[src/rtl/seven_seg_digit_driver_if.sv]
// Signal bundle between the anode scanner/host side and the seven-segment digit driver.
// The master drives the scan pattern and the display data; the slave returns the board outputs.
interface seven_seg_digit_driver_if;
  logic [3:0]  anode_in;
  logic [15:0] value;
  logic [3:0]  dp;
  logic        blank_lz;
  logic        blink_en;
  logic        load;
  logic [3:0]  anode;
  logic [6:0]  seg;
  logic        dp_n;
  logic        pending;

  modport master (
    output anode_in, value, dp, blank_lz, blink_en, load,
    input  anode, seg, dp_n, pending
  );

  modport slave (
    input  anode_in, value, dp, blank_lz, blink_en, load,
    output anode, seg, dp_n, pending
  );
endinterface

[src/rtl/seven_seg_digit_driver.sv]
// Four-digit seven-segment driver: resynchronises the scanner's anode pattern and hex-decodes the selected nibble.
// It commits new values only at frame boundaries, and adds leading-zero blanking and whole-display blinking.
module seven_seg_digit_driver #(
  parameter int BLINK_FRAMES = 64
) (
  input logic                    clock,
  input logic                    reset,
  seven_seg_digit_driver_if.slave bus
);

  localparam int                CNT_W    = $clog2(BLINK_FRAMES);
  localparam logic [CNT_W-1:0]  CNT_LAST = CNT_W'(BLINK_FRAMES - 1);

  function automatic logic [6:0] hex_to_seg(input logic [3:0] nib);
    logic [6:0] s;
    case (nib)
      4'h0:    s = 7'b1000000;
      4'h1:    s = 7'b1111001;
      4'h2:    s = 7'b0100100;
      4'h3:    s = 7'b0110000;
      4'h4:    s = 7'b0011001;
      4'h5:    s = 7'b0010010;
      4'h6:    s = 7'b0000010;
      4'h7:    s = 7'b1111000;
      4'h8:    s = 7'b0000000;
      4'h9:    s = 7'b0010000;
      4'hA:    s = 7'b0001000;
      4'hB:    s = 7'b0000011;
      4'hC:    s = 7'b1000110;
      4'hD:    s = 7'b0100001;
      4'hE:    s = 7'b0000110;
      4'hF:    s = 7'b0001110;
      default: s = 7'b1111111;
    endcase
    return s;
  endfunction

  function automatic logic is_digit_sel(input logic [3:0] p);
    return (p == 4'b1110) || (p == 4'b1101) || (p == 4'b1011) || (p == 4'b0111);
  endfunction

  logic [3:0]       s1_r, s2_r, cur_r;
  logic [15:0]      shadow_value_r, disp_value_r;
  logic [3:0]       shadow_dp_r, disp_dp_r;
  logic             shadow_blz_r, disp_blz_r;
  logic             pending_r;
  logic [CNT_W-1:0] frame_cnt_r;
  logic             blink_phase_r;
  logic [3:0]       anode_r;
  logic [6:0]       seg_r;
  logic             dp_n_r;

  logic             accept_s;
  logic             frame_start_s;
  logic [1:0]       sel_s;
  logic             sel_ok_s;
  logic [3:0]       nib_s;
  logic             blank_s;
  logic             dark_s;
  logic [3:0]       anode_nx_s;
  logic [6:0]       seg_nx_s;
  logic             dp_n_nx_s;

  // A pattern is only trusted once two consecutive samples agree and it is a legal one-hot select.
  assign accept_s      = (s1_r == s2_r) && is_digit_sel(s2_r);
  assign frame_start_s = accept_s && (s2_r == 4'b1110) && (cur_r != 4'b1110);

  // Two-stage resync of the anode pattern and the accepted current digit.
  always_ff @(posedge clock or negedge reset) begin
    if (!reset) begin
      s1_r  <= 4'b1111;
      s2_r  <= 4'b1111;
      cur_r <= 4'b1111;
    end else begin
      s1_r <= bus.anode_in;
      s2_r <= s1_r;
      if (accept_s) begin
        cur_r <= s2_r;
      end
    end
  end

  // Shadow capture on load; commit to the display registers only at a frame boundary.
  always_ff @(posedge clock or negedge reset) begin
    if (!reset) begin
      shadow_value_r <= 16'h0000;
      shadow_dp_r    <= 4'b0000;
      shadow_blz_r   <= 1'b0;
      disp_value_r   <= 16'h0000;
      disp_dp_r      <= 4'b0000;
      disp_blz_r     <= 1'b0;
      pending_r      <= 1'b0;
    end else begin
      if (bus.load) begin
        shadow_value_r <= bus.value;
        shadow_dp_r    <= bus.dp;
        shadow_blz_r   <= bus.blank_lz;
      end
      if (frame_start_s) begin
        pending_r <= 1'b0;
        if (bus.load) begin
          disp_value_r <= bus.value;
          disp_dp_r    <= bus.dp;
          disp_blz_r   <= bus.blank_lz;
        end else begin
          disp_value_r <= shadow_value_r;
          disp_dp_r    <= shadow_dp_r;
          disp_blz_r   <= shadow_blz_r;
        end
      end else if (bus.load) begin
        pending_r <= 1'b1;
      end
    end
  end

  // Frame counter and blink phase; disabling blink parks both at zero.
  always_ff @(posedge clock or negedge reset) begin
    if (!reset) begin
      frame_cnt_r   <= '0;
      blink_phase_r <= 1'b0;
    end else if (!bus.blink_en) begin
      frame_cnt_r   <= '0;
      blink_phase_r <= 1'b0;
    end else if (frame_start_s) begin
      if (frame_cnt_r == CNT_LAST) begin
        frame_cnt_r   <= '0;
        blink_phase_r <= ~blink_phase_r;
      end else begin
        frame_cnt_r <= frame_cnt_r + CNT_W'(1);
      end
    end
  end

  // Digit selection, leading-zero blanking and next output values.
  always_comb begin
    sel_s      = 2'd0;
    sel_ok_s   = 1'b0;
    blank_s    = 1'b0;
    anode_nx_s = 4'b1111;
    seg_nx_s   = 7'b1111111;
    dp_n_nx_s  = 1'b1;
    case (cur_r)
      4'b1110: begin sel_s = 2'd0; sel_ok_s = 1'b1; end
      4'b1101: begin sel_s = 2'd1; sel_ok_s = 1'b1; end
      4'b1011: begin sel_s = 2'd2; sel_ok_s = 1'b1; end
      4'b0111: begin sel_s = 2'd3; sel_ok_s = 1'b1; end
      default: begin sel_s = 2'd0; sel_ok_s = 1'b0; end
    endcase
    nib_s = disp_value_r[{sel_s, 2'b00} +: 4];
    case (sel_s)
      2'd3:    blank_s = disp_blz_r && (disp_value_r[15:12] == 4'h0);
      2'd2:    blank_s = disp_blz_r && (disp_value_r[15:8] == 8'h00);
      2'd1:    blank_s = disp_blz_r && (disp_value_r[15:4] == 12'h000);
      default: blank_s = 1'b0;
    endcase
    dark_s = bus.blink_en && blink_phase_r;
    if (sel_ok_s && !blank_s && !dark_s) begin
      anode_nx_s = cur_r;
      seg_nx_s   = hex_to_seg(nib_s);
      dp_n_nx_s  = ~disp_dp_r[sel_s];
    end else begin
      anode_nx_s = 4'b1111;
      seg_nx_s   = 7'b1111111;
      dp_n_nx_s  = 1'b1;
    end
  end

  // Registered board outputs.
  always_ff @(posedge clock or negedge reset) begin
    if (!reset) begin
      anode_r <= 4'b1111;
      seg_r   <= 7'b1111111;
      dp_n_r  <= 1'b1;
    end else begin
      anode_r <= anode_nx_s;
      seg_r   <= seg_nx_s;
      dp_n_r  <= dp_n_nx_s;
    end
  end

  assign bus.anode   = anode_r;
  assign bus.seg     = seg_r;
  assign bus.dp_n    = dp_n_r;
  assign bus.pending = pending_r;

endmodule

[src/flat_wrapper.sv]
// flat-port wrapper written by rule: the top's interface ports become plain ports
module seven_seg_digit_driver_flat 
#(
  parameter int BLINK_FRAMES = 64
)
  (clock, reset, bus_anode_in, bus_value, bus_dp, bus_blank_lz, bus_blink_en, bus_load, bus_anode, bus_seg, bus_dp_n, bus_pending);
  seven_seg_digit_driver_if bus_i ();
  input logic clock;
  input logic reset;
  input wire logic [$bits(bus_i.anode_in)-1:0] bus_anode_in;
  input wire logic [$bits(bus_i.value)-1:0] bus_value;
  input wire logic [$bits(bus_i.dp)-1:0] bus_dp;
  input wire logic [$bits(bus_i.blank_lz)-1:0] bus_blank_lz;
  input wire logic [$bits(bus_i.blink_en)-1:0] bus_blink_en;
  input wire logic [$bits(bus_i.load)-1:0] bus_load;
  output wire logic [$bits(bus_i.anode)-1:0] bus_anode;
  output wire logic [$bits(bus_i.seg)-1:0] bus_seg;
  output wire logic [$bits(bus_i.dp_n)-1:0] bus_dp_n;
  output wire logic [$bits(bus_i.pending)-1:0] bus_pending;
  assign bus_i.anode_in = bus_anode_in;
  assign bus_i.value = bus_value;
  assign bus_i.dp = bus_dp;
  assign bus_i.blank_lz = bus_blank_lz;
  assign bus_i.blink_en = bus_blink_en;
  assign bus_i.load = bus_load;
  assign bus_anode = bus_i.anode;
  assign bus_seg = bus_i.seg;
  assign bus_dp_n = bus_i.dp_n;
  assign bus_pending = bus_i.pending;
  seven_seg_digit_driver #(.BLINK_FRAMES(BLINK_FRAMES)) u_core (.clock(clock), .reset(reset), .bus(bus_i));
endmodule
[config.mk]
export PLATFORM = sky130hd
export DESIGN_NAME = seven_seg_digit_driver_flat
export DESIGN_NICKNAME = d
export VERILOG_FILES = /design/src/rtl/seven_seg_digit_driver_if.sv /design/src/rtl/seven_seg_digit_driver.sv /design/src/flat_wrapper.sv
export SDC_FILE = /design/constraint.sdc
export NUM_CORES = 1
export LEC_CHECK = 0
export ABC_CLOCK_PERIOD_IN_PS = 3340
export CORE_MARGIN = 10
export CORE_UTILIZATION = 55
export DETAILED_ROUTE_END_ITERATION = 12
export GPL_ROUTABILITY_DRIVEN = 1
export PLACE_DENSITY = 0.79
export SLEW_MARGIN = 20
export SYNTH_ARGS = -nofsm -noshare
export SYNTH_HDL_FRONTEND = slang
export SYNTH_SLANG_ARGS = --single-unit
[constraint.sdc]
create_clock -name clock -period 3.34 [get_ports clock]
set_clock_uncertainty 0.1 [all_clocks]
set_input_delay 0.668 -clock clock [delete_from_list [all_inputs] [get_ports clock]]
set_output_delay 0.668 -clock clock [all_outputs]
set_load 0.005 [all_outputs]
==> results of run 1 <==
## placed cells by master, fill, tap and decap left out, drive strengths merged, types with 2 or more instances in the layout
cell | synthesis | final
xor2 | 3 | 3
and3 | 2 | 2
a32oi | 2 | 2
dfrtp | 50 | 50
nor3 | 2 | 2
nor4 | 2 | 2
inv | 6 | 6
o21ai | 8 | 8
nor2 | 10 | 10
nor2b | 3 | 3
clkinv | 0 | 2
mux2 | 46 | 46
mux2i | 8 | 8
or3 | 2 | 2
clkdlybuf4s50 | 0 | 40
nand2b | 4 | 4
ha | 10 | 10
clkbuf | 2 | 11
or3b | 3 | 3
dfstp | 24 | 24
clkinvlp | 0 | 2
buf | 12 | 7
a21oi | 11 | 11
and2 | 4 | 4
o211ai | 2 | 2
nand3 | 5 | 5
xnor2 | 9 | 9
nand2 | 14 | 14
o221ai | 4 | 4
## flip-flops by register name, summed over array words and instances, names as in the netlist
name,count
u_core.disp_value_r,16
u_core.shadow_value_r,16
u_core.bus.seg,7
u_core.frame_cnt_r,6
u_core.bus.anode,4
u_core.cur_r,4
u_core.disp_dp_r,4
u_core.s1_r,4
u_core.s2_r,4
u_core.shadow_dp_r,4
u_core.blink_phase_r,1
u_core.bus.dp_n,1
u_core.bus.pending,1
u_core.disp_blz_r,1
u_core.shadow_blz_r,1
## power groups by stage
stage                     combinational, mW  sequential, mW  clock [mW]
after floorplan                       0.532            1.14           0
after global placement                0.705            1.19           0
after detailed placement              0.728            1.20           0
after CTS                             0.739            1.18       0.709
after global routing                  0.802            1.20       0.737
final                                 0.734            1.18       0.689
## cells in the mapped netlist (all sizes together) (3+ instances only)
cell type	n	area [sq um]
dfrtp	50	1250
mux2i	8	80.1
or3b	3	26.3
nor2b	3	18.8
o221ai	4	35.0
xnor2	9	86.3
xor2	3	26.3
ha	10	125
nand2	14	52.6
inv	6	22.5
nor2	10	47.6
a21oi	11	58.8
dfstp	24	631
nand2b	4	25.0
o21ai	8	40.0
buf	12	88.8
mux2	46	522
and2	4	25.0
nand3	5	25.0
## critical path, delay by kind of cell (launching register included)
family | cells | cell delay [ns]
compound gates | 3 | 0.75
fa+ha+maj | 1 | 0.30
buf+inv | 2 | 0.30
flops | 1 | 0.64
mux | 1 | 0.15
simple gates | 3 | 0.46
## layer usage
| layer | GRT usage [%] | part of all wire, % | vias up | routed length [microns] |
|---|---|---|---|---|
| li1 | - | - | 1032 | - |
| met1 | 15.8 | 41 | 1107 | 2720 |
| met2 | 23.7 | 51 | 62 | 3420 |
| met3 | 4.84 | 5.6 | 19 | 376 |
| met4 | 5.84 | 2.5 | 0 | 164 |
| met5 | 0 | 0 | - | 0 |
## logic make-up (layout without fill, tap and decap cells)
group / Yosys count / after routing
mux: 55 / 55
simple gates: 59 / 59
xor+xnor: 12 / 12
fa+ha+maj: 11 / 11
buf+inv: 20 / 69
flops: 74 / 74
compound gates: 35 / 35
## metrics by stage
step | worst slack [ns] | cells | utilization (%) | cell area (sq um) | total power, mW
floorplan | 0.961 | 266 | - | 3450 | 1.67
detailed placement | 0.723 | 374 | 65.4 | 3920 | 1.92
finish | 0.579 | 390 | 68.6 | 4110 | 2.60
global route | 0.327 | 390 | 68.6 | 4110 | 2.74
CTS | 0.613 | 390 | 68.6 | 4110 | 2.63
global placement | 0.819 | 374 | 65.4 | 3920 | 1.89
## cell type report
class	count	area share, %
inverters	6	0.548
well taps	75	2.28
repair buffers	47	11.3
clock buffers	11	3.44
flip-flops and latches	74	45.8
multi-input cells	172	35.4
clock inverters	5	1.34
## worst max path at each step
stage,endpoint
6_report,u_core.bus.seg[3]
2_1_floorplan,u_core.bus.seg[4]
3_3_place_gp,u_core.bus.seg[3]
3_5_place_dp,u_core.bus.seg[3]
4_1_cts,u_core.bus.seg[3]
5_1_grt,u_core.bus.seg[3]
==> results by group, run 1 <==
Run status
  – Status: finished, final reports clean

Die
  – Die ar.: 9850 sq um
  – Die Ht: 99.2 microns
  – Initial Utilization: 57.6%
  – Die width: 99.2 microns
  – Core outline area: 5990 sq um
  – FP Rows: 28
  – IO Count: 42

Worst setup path
  – Crit path launch: u_core.cur_r[1]
  – Slowest library cell on the worst path: dfstp_2
  – FF-to-FF setup slack: 0.58 ns
  – CP endpoint kind: flip-flop
  – Crit Path Max Fanout: 10
  – Critical path cell sequence: nand2_1 -> nor2_2 -> inv_2 -> a32oi_1 -> inv_1 -> ha_1 -> o31ai_1 -> o21ai_0 -> mux2i_1 -> nand2_1
  – R2R cell count: 10
  – Critical Path Start Type: flip-flop
  – Critical Path AT: 2.94 ns
  – Crit Path Category: reg -> reg
  – WP data required: 3.51 ns
  – Worst reg2reg endpoint: u_core.bus.seg[3]
  – Critical R2R Launch: u_core.cur_r[1]
  – CP most frequent cell: nand2_1
  – Worst path max stage delay: 0.64 ns

Route
  – Total vias in the final route: 2,220
  – Via density: 5.69
  – DR iter-0 viols: 90
  – Pre-Repair DR Iteration Count: 4
  – Remaining antenna violation count: 0
  – Wire per inst: 17.1 microns
  – Final wirelength: 6680 microns
  – DRC viols: 0

Run
  – Reported max-cap violation count: 0

Timing
  – Final hold vios: 0
  – Max Slew Vio Count: 0
  – Unrepaired setup endpoints after global routing: no
  – Period utilisation layout: 82.7%
  – Final min period: 2.76 ns
  – Slew headroom: 46.6%
  – Fmax: 362 MHz
  – Worst-margin pin slew: 0.801 ns
  – Fin Hold WS: 0.274 ns
  – Post-route setup TNS: 0 ns
  – # setup viols final: 0

Final layout
  – Area Growth Syn to Fin: 19.1%
  – Antenna cells: 0
  – Nets: 349
  – Multi-input logic area: 1450 sq um
  – Fillers: 424
  – Storage cell area: 1880 sq um
  – Layout cells sized above 1: 27.3%

Yosys
  – Main combinational cell family by area after synthesis: multiplexers
  – Post-Synth Adder-Cell Area: 3.91%
  – Multiplexer share of the synthesized area: 18.1%
  – Post-synthesis simple-gate area fraction: 9.53%
  – Mapped Area: 3450 sq um
  – Fraction of registers with async set/reset: 100%
  – Synth warnings: 0
  – Synthesized area per cell: 13.0 sq um
  – Post-synth EDFFs: 0
  – XOR/XNOR Fraction of Synth Area: 3.26%
  – Synth cell types: 56
  – Net Count, Synth: 305
  – Synth Flop Type: dfrtp_1
  – Sequential share of the synthesized area: 54.5%
  – Synth Area in Compound Gates: 7.18%
  – Synth Register Bits: 74
  – Post-Synthesis Cells: 266

Pwr
  – Sw Ratio: 30.3%
  – Flop pwr share: 45.3%
  – Clk network pwr share: 26.5%
  – P per Cell Area: 633 nW/um^2
  – Net Sw Power: 0.788 mW
  – Gate power share: 28.2%
  – Leakage: 1.76 nW
  – Pint: 1.81 mW
  – Max VDD drop: 0.000387 V

Min path
  – Hold WC Path Type: reg -> reg
  – Worst hold stages: 0
  – Worst Hold Launch: u_core.s1_r[1]
  – Hold Path End: u_core.s2_r[1]

Clock network
  – Clock sink total: 74
  – CTS buffer count: 9
  – CTS tree: yes
  – Post-CTS Setup Inserts: 0
  – Root buf cell: clkbuf_8
  – CTS resizes: 0
  – Clk_lat worst skew: 0.35 ns
  – Max Buffers Root-to-Sink: 2
  – # H-tree levels: 3
  – CTS clk-pin slew, worst paths: 0.08 ns
  – Hold_buf cts: 0

Global route
  – First-pass GRT wire length: 11,100 microns
  – Initial antenna violation count: 0
  – Largest net degree at the start of global routing: 40
  – Grt total ovfl: 0
  – GRT Total Usage: 14.0%
  – Number of global-route vias before repair: 2,242

Placed design
  – DP Wirelength: 4830 microns
  – Placer Congestion: 0.860
  – Port Buffers: 41
Note: power is estimated with default switching activity, not from simulation.
==> run 2: changes to the inputs <==
Settings changed: ABC_CLOCK_PERIOD_IN_PS 3340 to 2690.
Clock period 3.34 ns to 2.69 ns, I/O delays scaled along.
==> run 2 against run 1 <==
Against the previous run: cell area is 1.7% higher; core utilization is 1.2 points higher; worst hold slack worse by 0.14 ns; combinational power is 24% higher; die area stayed put; sequential share of layout area is 0.77 points lower; first-iteration DRC count is 29% higher; wire length is 3.6% lower; clock-buffer cell count stayed put; largest cell class unchanged; highest routed layer unchanged.
==> results by group, run 2 (same netlist as run 1, synthesis figures left out) <==
Pwr
  – Pint: 2.44 mW
  – Clk network pwr share: 30.4%
  – Pwr Total: 3.41 mW
  – Gate power share: 26.7%
  – P per Cell Area: 815 nW/um^2
  – Flop pwr share: 42.9%
  – Net Sw Power: 0.965 mW
  – Max VDD drop: 0.000499 V
  – Leakage: 1.79 nW
  – Sw Ratio: 28.3%

Timing
  – Unrepaired setup endpoints after global routing: no
  – Fmax: 394 MHz
  – Post-route setup TNS: 0 ns
  – Max Slew Vio Count: 0
  – Final min period: 2.54 ns
  – Period utilisation layout: 94.3%
  – Minimum setup slack in the final design: 0.154 ns
  – Worst-margin pin slew: 0.689 ns
  – Final hold vios: 0
  – # setup viols final: 0
  – Slew headroom: 54.0%

Placed design
  – Placed Cells: 375
  – Placer Congestion: 0.873
  – DP Wirelength: 4810 microns
  – Port Buffers: 41
  – Place WS: 0.0482 ns

Final layout
  – Most common cell after layout, fill and taps aside: dfrtp_1
  – Fin util: 69.8%
  – Most frequent cells in the layout: 50 x dfrtp_1, 40 x clkdlybuf4s50_1, 28 x mux2_2
  – Antenna cells: 0
  – Area Growth Syn to Fin: 21.1%
  – Layout cells sized above 1: 28.2%
  – Fillers: 405
  – Post-Layout Cell Count: 391
  – Nets: 350

Global route
  – Grt total ovfl: 0
  – First-pass GRT wire length: 10,800 microns
  – GRT Total Usage: 13.5%
  – Largest net degree at the start of global routing: 32
  – Initial antenna violation count: 0
  – Number of global-route vias before repair: 2,140

Clock network
  – CTS tree: yes
  – Clock sink total: 74
  – CTS buffer count: 9
  – # H-tree levels: 3
  – Hold_buf cts: 0
  – Max Buffers Root-to-Sink: 2
  – CTS clk-pin slew, worst paths: 0.08 ns
  – Clk_lat worst skew: 0.34 ns
  – Root buf cell: clkbuf_8

Worst setup path
  – CP endpoint kind: flip-flop
  – Crit Path Max Fanout: 10
  – Critical Path AT: 2.71 ns
  – Critical path cell sequence: xnor2_2 -> nor2_4 -> nand2_1 -> a32oi_2 -> inv_1 -> ha_1 -> mux2_4 -> mux2i_1 -> nand2_1
  – Critical Path Start Type: flip-flop
  – CP most frequent cell: nand2_1
  – Crit Path Category: reg -> reg
  – WP data required: 2.86 ns
  – Worst path max stage delay: 0.65 ns
  – Slowest library cell on the worst path: dfstp_2

Die
  – Core outline area: 5990 sq um
  – FP Rows: 28
  – Initial Utilization: 57.6%
  – Die width: 99.2 microns
  – Die ar.: 9850 sq um
  – IO Count: 42
  – Die Ht: 99.2 microns

Route
  – DRC viols: 0
  – Via density: 5.54
  – Final wirelength: 6440 microns
  – Total vias in the final route: 2,167
  – DR iter-0 viols: 116
  – Remaining antenna violation count: 0
  – Pre-Repair DR Iteration Count: 4
  – Wire per inst: 16.5 microns

Run status
  – Status: finished, final reports clean

Run
  – Reported max-cap violation count: 0

Min path
  – Hold WC Path Type: in -> async
[run 2: cell count changes in the layout (fill, tap and decap cells not counted)]
cell / before / now
a32oi_1: 1 / 0
a32oi_2: 1 / 2
buf_4: 5 / 6
bufinv_16: 1 / 3
clkinv_2: 2 / 1
clkinvlp_4: 2 / 1
nand2_1: 14 / 13
nand2_2: 0 / 1
nor2_2: 1 / 0
nor2_4: 1 / 2
[run 2: final timing paths]
kind                            startpoint                endpoint  slack [ns]  depth (start not counted)
max                        u_core.cur_r[3]       u_core.bus.seg[3]        0.15                          9
min                                  reset  u_core.disp_value_r[9]        0.13                          1
max reg2reg                u_core.cur_r[3]       u_core.bus.seg[3]        0.15                          9
min reg2reg                 u_core.s1_r[0]          u_core.s2_r[0]        0.27                          0
max in group asynchronous            reset         u_core.bus.dp_n        1.62                          2
min in group clock          u_core.s1_r[0]          u_core.s2_r[0]        0.27                          0
[run 2: stage by stage]
| step | hold slack, ns | instance area [sq um] |
|---|---|---|
| 2_1_floorplan | 0.142 | 3450 |
| 3_3_place_gp | 0.262 | 3920 |
| 3_5_place_dp | 0.264 | 3920 |
| 4_1_cts | 0.139 | 4170 |
| 5_1_grt | 0.171 | 4180 |
| 6_report | 0.131 | 4180 |
[run 2: power by group through the flow]
stage / logic, mW / registers, mW / clock network, mW
2_1_floorplan: 0.660 / 1.41 / 0
3_3_place_gp: 0.880 / 1.47 / 0
3_5_place_dp: 0.902 / 1.48 / 0
4_1_cts: 0.906 / 1.46 / 1.06
5_1_grt: 1.01 / 1.49 / 1.10
6_report: 0.910 / 1.46 / 1.04
[run 2: layer usage]
metal	vias up	track usage (%)	share of wire (%)	routed length (microns)
met1	1079	16.4	44	2850
li1	1032	-	-	-
met2	46	21.2	49	3150
met5	-	0	0	0
met3	10	4.50	5.1	328
met4	0	5.95	1.8	116
[run 2: what timing repair did]
item                       CTS  global route
resized for setup            0             3
buffers inserted             0             0
hold endpoints to repair     0             0
setup endpoints to repair    0             6
[run 2: layout make-up]
cell class / instances / area [sq um] / share of cell area [%]
timing repair buffer: 48 / 470 / 11.3
clock inverter: 5 / 103 / 2.45
tap: 75 / 93.8 / 2.24
sequential: 74 / 1880 / 45.0
clock buffer: 11 / 141 / 3.38
multi-input combinational: 172 / 1470 / 35.1
inverter: 6 / 22.5 / 0.539
[run 2: worst max-delay path: cells and delay by family (launching register included)]
| kind | cells | cell delay (ns) |
|---|---|---|
| simple gates | 3 | 0.39 |
| flops | 1 | 0.65 |
| fa+ha+maj | 1 | 0.24 |
| compound gates | 1 | 0.36 |
| buf+inv | 1 | 0.16 |
| xor+xnor | 1 | 0.16 |
| mux | 2 | 0.39 |
